`config.mk`:
```
export PLATFORM = sky130hd
export DESIGN_NAME = video_timing_gen
export DESIGN_NICKNAME = d
export VERILOG_FILES = /design/src/rtl/video_pkg.sv /design/src/rtl/video_pattern_gen.sv /design/src/rtl/video_timing_gen.sv
export SDC_FILE = /design/constraint.sdc
export NUM_CORES = 1
export LEC_CHECK = 0
export BUFFER_PORTS_ARGS = -buffer_cell sky130_fd_sc_hd__buf_4
export CORE_MARGIN = 2
export CORE_UTILIZATION = 60
export DETAILED_ROUTE_END_ITERATION = 12
export GPL_ROUTABILITY_DRIVEN = 0
export PLACE_DENSITY = 0.8
export SLEW_MARGIN = 10
export SYNTH_ARGS = -nofsm -noshare
export SYNTH_HDL_FRONTEND = slang
export SYNTH_SLANG_ARGS = --single-unit
```
`constraint.sdc`:
```
create_clock -name clk -period 7.16 [get_ports clk]
set_clock_uncertainty 0.15 [all_clocks]
set_input_delay 1.432 -clock clk [delete_from_list [all_inputs] [get_ports clk]]
set_output_delay 1.432 -clock clk [all_outputs]
set_load 0.01 [all_outputs]
```
`src/rtl/video_pkg.sv`:
```
// Shared video stream types for the generator and the overlay stages:
// pixel format, bar colours, test-pattern selection and coordinate widths.
package video_pkg;

  localparam int X_W = 12;
  localparam int Y_W = 11;

  typedef logic [23:0] rgb_t;

  typedef enum logic [1:0] {
    PAT_BLACK    = 2'd0,
    PAT_BARS     = 2'd1,
    PAT_GRADIENT = 2'd2,
    PAT_CHECKER  = 2'd3
  } pattern_e;

  localparam rgb_t RGB_WHITE   = 24'hFFFFFF;
  localparam rgb_t RGB_YELLOW  = 24'hFFFF00;
  localparam rgb_t RGB_CYAN    = 24'h00FFFF;
  localparam rgb_t RGB_GREEN   = 24'h00FF00;
  localparam rgb_t RGB_MAGENTA = 24'hFF00FF;
  localparam rgb_t RGB_RED     = 24'hFF0000;
  localparam rgb_t RGB_BLUE    = 24'h0000FF;
  localparam rgb_t RGB_BLACK   = 24'h000000;

  // Bars run left to right in this order.
  function automatic rgb_t bar_colour(input logic [2:0] idx);
    rgb_t c;
    c = RGB_BLACK;
    case (idx)
      3'd0: c = RGB_WHITE;
      3'd1: c = RGB_YELLOW;
      3'd2: c = RGB_CYAN;
      3'd3: c = RGB_GREEN;
      3'd4: c = RGB_MAGENTA;
      3'd5: c = RGB_RED;
      3'd6: c = RGB_BLUE;
      default: c = RGB_BLACK;
    endcase
    return c;
  endfunction

endpackage

```
`src/rtl/video_pattern_gen.sv`:
```
// Test-pattern pixel source: combinational colour selection plus a bar-width
// counter that tracks which colour bar the current active pixel falls in.
module video_pattern_gen
  import video_pkg::*;
#(
  parameter int H_ACTIVE = 1280
) (
  input  logic        clk,
  input  logic        rst_n,
  input  logic        de,
  input  logic [7:0]  x_lsb,
  input  logic [7:0]  y_lsb,
  input  logic [1:0]  pattern,
  output logic [23:0] pixel
);

  localparam int BAR_W = H_ACTIVE / 8;
  localparam int BC_W  = $clog2(BAR_W + 1);
  localparam logic [BC_W-1:0] BAR_LAST = BC_W'(BAR_W - 1);

  logic [BC_W-1:0] bar_cnt_q, bar_cnt_d;
  logic [2:0]      bar_idx_q, bar_idx_d;
  logic [7:0]      xm, ym;
  pattern_e        pat;

  // Counters restart in every blanking interval, so each line begins on bar 0.
  always_comb begin
    bar_cnt_d = '0;
    bar_idx_d = '0;
    if (de) begin
      if (bar_cnt_q == BAR_LAST) begin
        bar_cnt_d = '0;
        bar_idx_d = bar_idx_q + 3'd1;
      end else begin
        bar_cnt_d = bar_cnt_q + BC_W'(1);
        bar_idx_d = bar_idx_q;
      end
    end
  end

  always_ff @(posedge clk or negedge rst_n) begin
    if (!rst_n) begin
      bar_cnt_q <= '0;
      bar_idx_q <= '0;
    end else begin
      bar_cnt_q <= bar_cnt_d;
      bar_idx_q <= bar_idx_d;
    end
  end

  // Coordinates arrive 1-based; only the low byte of the 0-based value is used.
  always_comb begin
    xm    = x_lsb - 8'd1;
    ym    = y_lsb - 8'd1;
    pat   = pattern_e'(pattern);
    pixel = '0;
    if (de) begin
      case (pat)
        PAT_BARS:     pixel = bar_colour(bar_idx_q);
        PAT_GRADIENT: pixel = {xm, ym, 8'h00};
        PAT_CHECKER:  pixel = (xm[5] ^ ym[5]) ? RGB_WHITE : RGB_BLACK;
        default:      pixel = RGB_BLACK;
      endcase
    end
  end

endmodule

```
`src/rtl/video_timing_gen.sv`:
```
// Video timing source: h/v counters under an IDLE/RUN/DRAIN controller, one
// output register stage carrying de, syncs, coordinates and test pixel aligned.
module video_timing_gen
  import video_pkg::*;
#(
  parameter int   H_ACTIVE = 1280,
  parameter int   H_FP     = 110,
  parameter int   H_SYNC   = 40,
  parameter int   H_BP     = 220,
  parameter int   V_ACTIVE = 720,
  parameter int   V_FP     = 5,
  parameter int   V_SYNC   = 5,
  parameter int   V_BP     = 20,
  parameter logic SYNC_POL = 1'b1
) (
  input  logic        clk,
  input  logic        rst_n,
  input  logic        en,
  input  logic [1:0]  pattern_sel,
  output logic        de_out,
  output logic        hsync_out,
  output logic        vsync_out,
  output logic [11:0] x_pos,
  output logic [10:0] y_pos,
  output logic        frame_start,
  output logic [23:0] pixel_out
);

  localparam int H_TOTAL = H_ACTIVE + H_FP + H_SYNC + H_BP;
  localparam int V_TOTAL = V_ACTIVE + V_FP + V_SYNC + V_BP;
  localparam int HW = $clog2(H_TOTAL);
  localparam int VW = $clog2(V_TOTAL);

  localparam logic [HW-1:0] H_ACT_END  = HW'(H_ACTIVE);
  localparam logic [HW-1:0] H_SYNC_BEG = HW'(H_ACTIVE + H_FP);
  localparam logic [HW-1:0] H_SYNC_END = HW'(H_ACTIVE + H_FP + H_SYNC);
  localparam logic [HW-1:0] H_LAST     = HW'(H_TOTAL - 1);
  localparam logic [VW-1:0] V_ACT_END  = VW'(V_ACTIVE);
  localparam logic [VW-1:0] V_SYNC_BEG = VW'(V_ACTIVE + V_FP);
  localparam logic [VW-1:0] V_SYNC_END = VW'(V_ACTIVE + V_FP + V_SYNC);
  localparam logic [VW-1:0] V_LAST     = VW'(V_TOTAL - 1);

  typedef enum logic [1:0] {ST_IDLE, ST_RUN, ST_DRAIN} state_e;

  state_e          state_q, state_d;
  logic [HW-1:0]   h_cnt_q, h_cnt_d;
  logic [VW-1:0]   v_cnt_q, v_cnt_d;
  logic [1:0]      pat_q, pat_d;
  logic            running, frame_last;

  always_comb begin
    state_d    = state_q;
    h_cnt_d    = h_cnt_q;
    v_cnt_d    = v_cnt_q;
    running    = (state_q != ST_IDLE);
    frame_last = (h_cnt_q == H_LAST) && (v_cnt_q == V_LAST);
    // A RUN frame that loses en on its very last clock has nothing left to drain.
    case (state_q)
      ST_IDLE:  if (en) state_d = ST_RUN;
      ST_RUN:   if (!en) state_d = frame_last ? ST_IDLE : ST_DRAIN;
      ST_DRAIN: begin
        if (en)              state_d = ST_RUN;
        else if (frame_last) state_d = ST_IDLE;
      end
      default:  state_d = ST_IDLE;
    endcase
    if (running) begin
      if (h_cnt_q == H_LAST) begin
        h_cnt_d = '0;
        v_cnt_d = (v_cnt_q == V_LAST) ? '0 : v_cnt_q + VW'(1);
      end else begin
        h_cnt_d = h_cnt_q + HW'(1);
      end
    end
    // Counters sit at the origin in IDLE, so the selection also tracks there.
    pat_d = ((h_cnt_q == '0) && (v_cnt_q == '0)) ? pattern_sel : pat_q;
  end

  always_ff @(posedge clk or negedge rst_n) begin
    if (!rst_n) begin
      state_q <= ST_IDLE;
      h_cnt_q <= '0;
      v_cnt_q <= '0;
      pat_q   <= PAT_BLACK;
    end else begin
      state_q <= state_d;
      h_cnt_q <= h_cnt_d;
      v_cnt_q <= v_cnt_d;
      pat_q   <= pat_d;
    end
  end

  // ---- stage p0: decode counter state into stream signals ----
  logic           vld_p0, hsync_p0, vsync_p0, fs_p0, v_act_p0;
  logic [X_W-1:0] x_p0;
  logic [Y_W-1:0] y_p0;
  rgb_t           pix_p0;

  always_comb begin
    v_act_p0 = running && (v_cnt_q < V_ACT_END);
    vld_p0   = v_act_p0 && (h_cnt_q < H_ACT_END);
    hsync_p0 = (running && (h_cnt_q >= H_SYNC_BEG) && (h_cnt_q < H_SYNC_END)) ? SYNC_POL : ~SYNC_POL;
    vsync_p0 = (running && (v_cnt_q >= V_SYNC_BEG) && (v_cnt_q < V_SYNC_END)) ? SYNC_POL : ~SYNC_POL;
    fs_p0    = vld_p0 && (h_cnt_q == '0) && (v_cnt_q == '0);
    x_p0     = vld_p0 ? X_W'(h_cnt_q) + X_W'(1) : '0;
    y_p0     = v_act_p0 ? Y_W'(v_cnt_q) + Y_W'(1) : '0;
  end

  video_pattern_gen #(
    .H_ACTIVE (H_ACTIVE)
  ) u_pattern (
    .clk     (clk),
    .rst_n   (rst_n),
    .de      (vld_p0),
    .x_lsb   (x_p0[7:0]),
    .y_lsb   (y_p0[7:0]),
    .pattern (pat_d),
    .pixel   (pix_p0)
  );

  // ---- stage p1: output register ----
  logic           vld_p1, hsync_p1, vsync_p1, fs_p1;
  logic [X_W-1:0] x_p1;
  logic [Y_W-1:0] y_p1;
  rgb_t           pix_p1;

  always_ff @(posedge clk or negedge rst_n) begin
    if (!rst_n) begin
      vld_p1   <= 1'b0;
      hsync_p1 <= ~SYNC_POL;
      vsync_p1 <= ~SYNC_POL;
      fs_p1    <= 1'b0;
      x_p1     <= '0;
      y_p1     <= '0;
      pix_p1   <= '0;
    end else begin
      vld_p1   <= vld_p0;
      hsync_p1 <= hsync_p0;
      vsync_p1 <= vsync_p0;
      fs_p1    <= fs_p0;
      x_p1     <= x_p0;
      y_p1     <= y_p0;
      pix_p1   <= pix_p0;
    end
  end

  assign de_out      = vld_p1;
  assign hsync_out   = hsync_p1;
  assign vsync_out   = vsync_p1;
  assign frame_start = fs_p1;
  assign x_pos       = x_p1;
  assign y_pos       = y_p1;
  assign pixel_out   = pix_p1;

endmodule

```
==> flow_summary.yaml <==
synth:
  synth_seq_cells: 80
  synth_edf_count: 0
  ys_types: 57
  synthArstFlopShare_pct: 100.0
  syn_avg_cell_area_sq_um: 9.313
  yosys_warnings: 0
  ys.flop_type: "dfrtp_1"
  syn-instance-count: 467
  yosysSeqAreaShare_pct: 46.03
  synth_area_sq_um: 4349
drt:
  drt_wl_total_um: 9252
  dr.pass1.iters: 5
  avgViaCountPerCell: 5.814
  vias: 3465
  detail-route-antenna-nets: 0
  wl_per_cell_um: 15.52
  drtIter0Drc: 313
  drc: 0
timing:
  holdWs_ps: 355.6
  worstMarginPinSlew_ps: 960.0
  slew_viol_final: 0
  final.min_clock_period_ps: 3277
  hold_viol_final: 0
  rsz0062_at_grt: "false"
  fmax_mhz: 305.2
  final.period_utilization_pct: 45.76
  tns_ps: 0
  finalSetupViolCount: 0
  slew_headroom_pct: 36.00
layout:
  diodes: 0
  instances_no_fill: 596
  final_common_cell: "dfrtp_1"
  fillers: 581
  final_cell_mix: "80 x dfrtp_1, 55 x buf_4, 47 x nor2_1"
  area_growth_pct: 12.57
  drive_gt1_share_pct: 16.50
  nets: 511
clock_network:
  clk_latency_ps: 360
  cts_tree: "yes"
  post_cts_buffers: 0
  cts_root_buffer: "clkbuf_8"
  htreeDepth: 3
  cts_made_buffers: 9
  clock-sinks: 80
  hold_buffers: 0
  cts_buffer_depth: 2
  cts_resized: 0
  clkTransAtPathRegs_ps: 80
power:
  p_leak_nw: 2.261
  pwr_density_cell_nw_per_um2: 297.4
  ir_worst_vdd_mv: 0.2212
  power_mw: 1.456
worst_setup_path:
  setup.worst_path.end_class: "register"
  crit_type: "register to register"
  arrival_ps: 3420
  cp.required_ps: 7300
  cp_max_fo: 21
  start_kind: "register"
die:
  coreArea_sq_um: 7137
  fp.dieH_um: 89.14
  dieWidth_um: 89.14
  initial_utilization_pct: 60.94
  rows: 31
  ios: 56
  die-area_sq_um: 7946
grt:
  grt_pass1_wl_um: 15300
  grt_max_degree: 81
  gr-total-overflow: 0
  antenna_found_initial: 0
  grtUsageTotal_pct: 25.04
  grt_pass1_vias: 3159
placed_design:
  hpwl_um: 6373
  place_inst: 580
  port_buffers: 55
min_path:
  hp-class: "register to register"
run_status:
  outcome: "finished clean"
flow_run:
  cap_violations: 0
==> sequential cells by signal, indices dropped and copies added, names as in the netlist, 2 cells and up <==
register	cells
h_cnt_q	11
state_q	2
u_pattern.bar_cnt_q	8
v_cnt_q	10
u_pattern.bar_idx_q	3
pat_q	2
x_pos	12
pixel_out	17
y_pos	11
==> routing by layer <==
| layer | vias up | wire length, um | track usage [%] |
|---|---|---|---|
| li1 | 1659 | - | - |
| met1 | 1671 | 4271 | 36.04 |
| met2 | 115 | 4312 | 36.97 |
| met3 | 20 | 457 | 5.540 |
| met4 | 0 | 211 | 9.905 |
| met5 | - | 0 | 0 |
==> per-stage QoR <==
step | cell area (sq um) | setup WS, ps | utilization, %
2_1_floorplan | 4353 | 4497 | -
3_3_place_gp | 4684 | 4091 | 65.64
3_5_place_dp | 4684 | 3941 | 65.64
4_1_cts | 4896 | 3900 | 68.60
5_1_grt | 4896 | 3519 | 68.60
6_report | 4896 | 3883 | 68.60
==> area by class of cell <==
class | count | area (sq um) | area share, %
inverter | 19 | 71.32 | 1.457
clock inverter | 6 | 83.83 | 1.712
tap | 99 | 123.9 | 2.530
multi-input combinational | 327 | 2074 | 42.37
timing repair buffer | 55 | 412.9 | 8.433
clock buffer | 10 | 127.6 | 2.607
sequential | 80 | 2002 | 40.89
==> cells by family after synthesis <==
family / share of synthesized area [%]
xor+xnor: 7.451
simple gates: 19.28
fa+ha+maj: 4.028
buf+inv: 6.358
mux: 1.841
flops: 46.03
compound gates: 14.93
other cells: 0.08622
==> power by group <==
part	internal [mW]	switching (mW)	leakage [nW]
logic	0.219	0.267	1.08
registers	0.523	0.0891	1.07
clock network	0.195	0.163	0.110
total	0.937	0.519	2.26
==> synthesized netlist by cell type, types with 13 or more instances <==
| library cell | number | area share (%) |
|---|---|---|
| ha_1 | 14 | 4.0 |
| xnor2_1 | 22 | 4.4 |
| and3_1 | 15 | 2.2 |
| nand3_1 | 18 | 2.1 |
| xor2_1 | 15 | 3.0 |
| nor2_1 | 47 | 4.1 |
| o21ai_0 | 35 | 4.0 |
| o31ai_1 | 13 | 2.2 |
| inv_1 | 18 | 1.6 |
| dfrtp_1 | 80 | 46 |
| o21ai_1 | 15 | 1.7 |
| nand2_1 | 34 | 2.9 |
| clkbuf_1 | 23 | 2.0 |
==> worst max-delay path, cell delays in order (launching register included) <==
cell and delay, ps:
dfrtp_1 530, o211a_1 270, o21ai_0 270, and2_1 230
nand2_1 470, inv_2 370, nand2_1 120, ha_1 270
nor2b_1 170, a21oi_1 170, a31oi_1 60, o21ai_1 140
==> worst paths after layout <==
| path | cells after the start | endpoint | slack (ps) | start |
|---|---|---|---|---|
| setup / recovery | 11 | pixel_out[22] | 3880 | v_cnt_q[4] |
| hold / removal | 1 | u_pattern.bar_cnt_q[0] | 360 | u_pattern.bar_cnt_q[0] |
| setup reg to reg | 11 | pixel_out[22] | 3880 | v_cnt_q[4] |
| hold reg to reg | 1 | u_pattern.bar_cnt_q[0] | 360 | u_pattern.bar_cnt_q[0] |
| max in group asynchronous | 1 | v_cnt_q[1] | 5160 | rst_n |
| min in group asynchronous | 1 | y_pos[10] | 1070 | rst_n |
No activity file was read; power rests on OpenSTA's default activity.
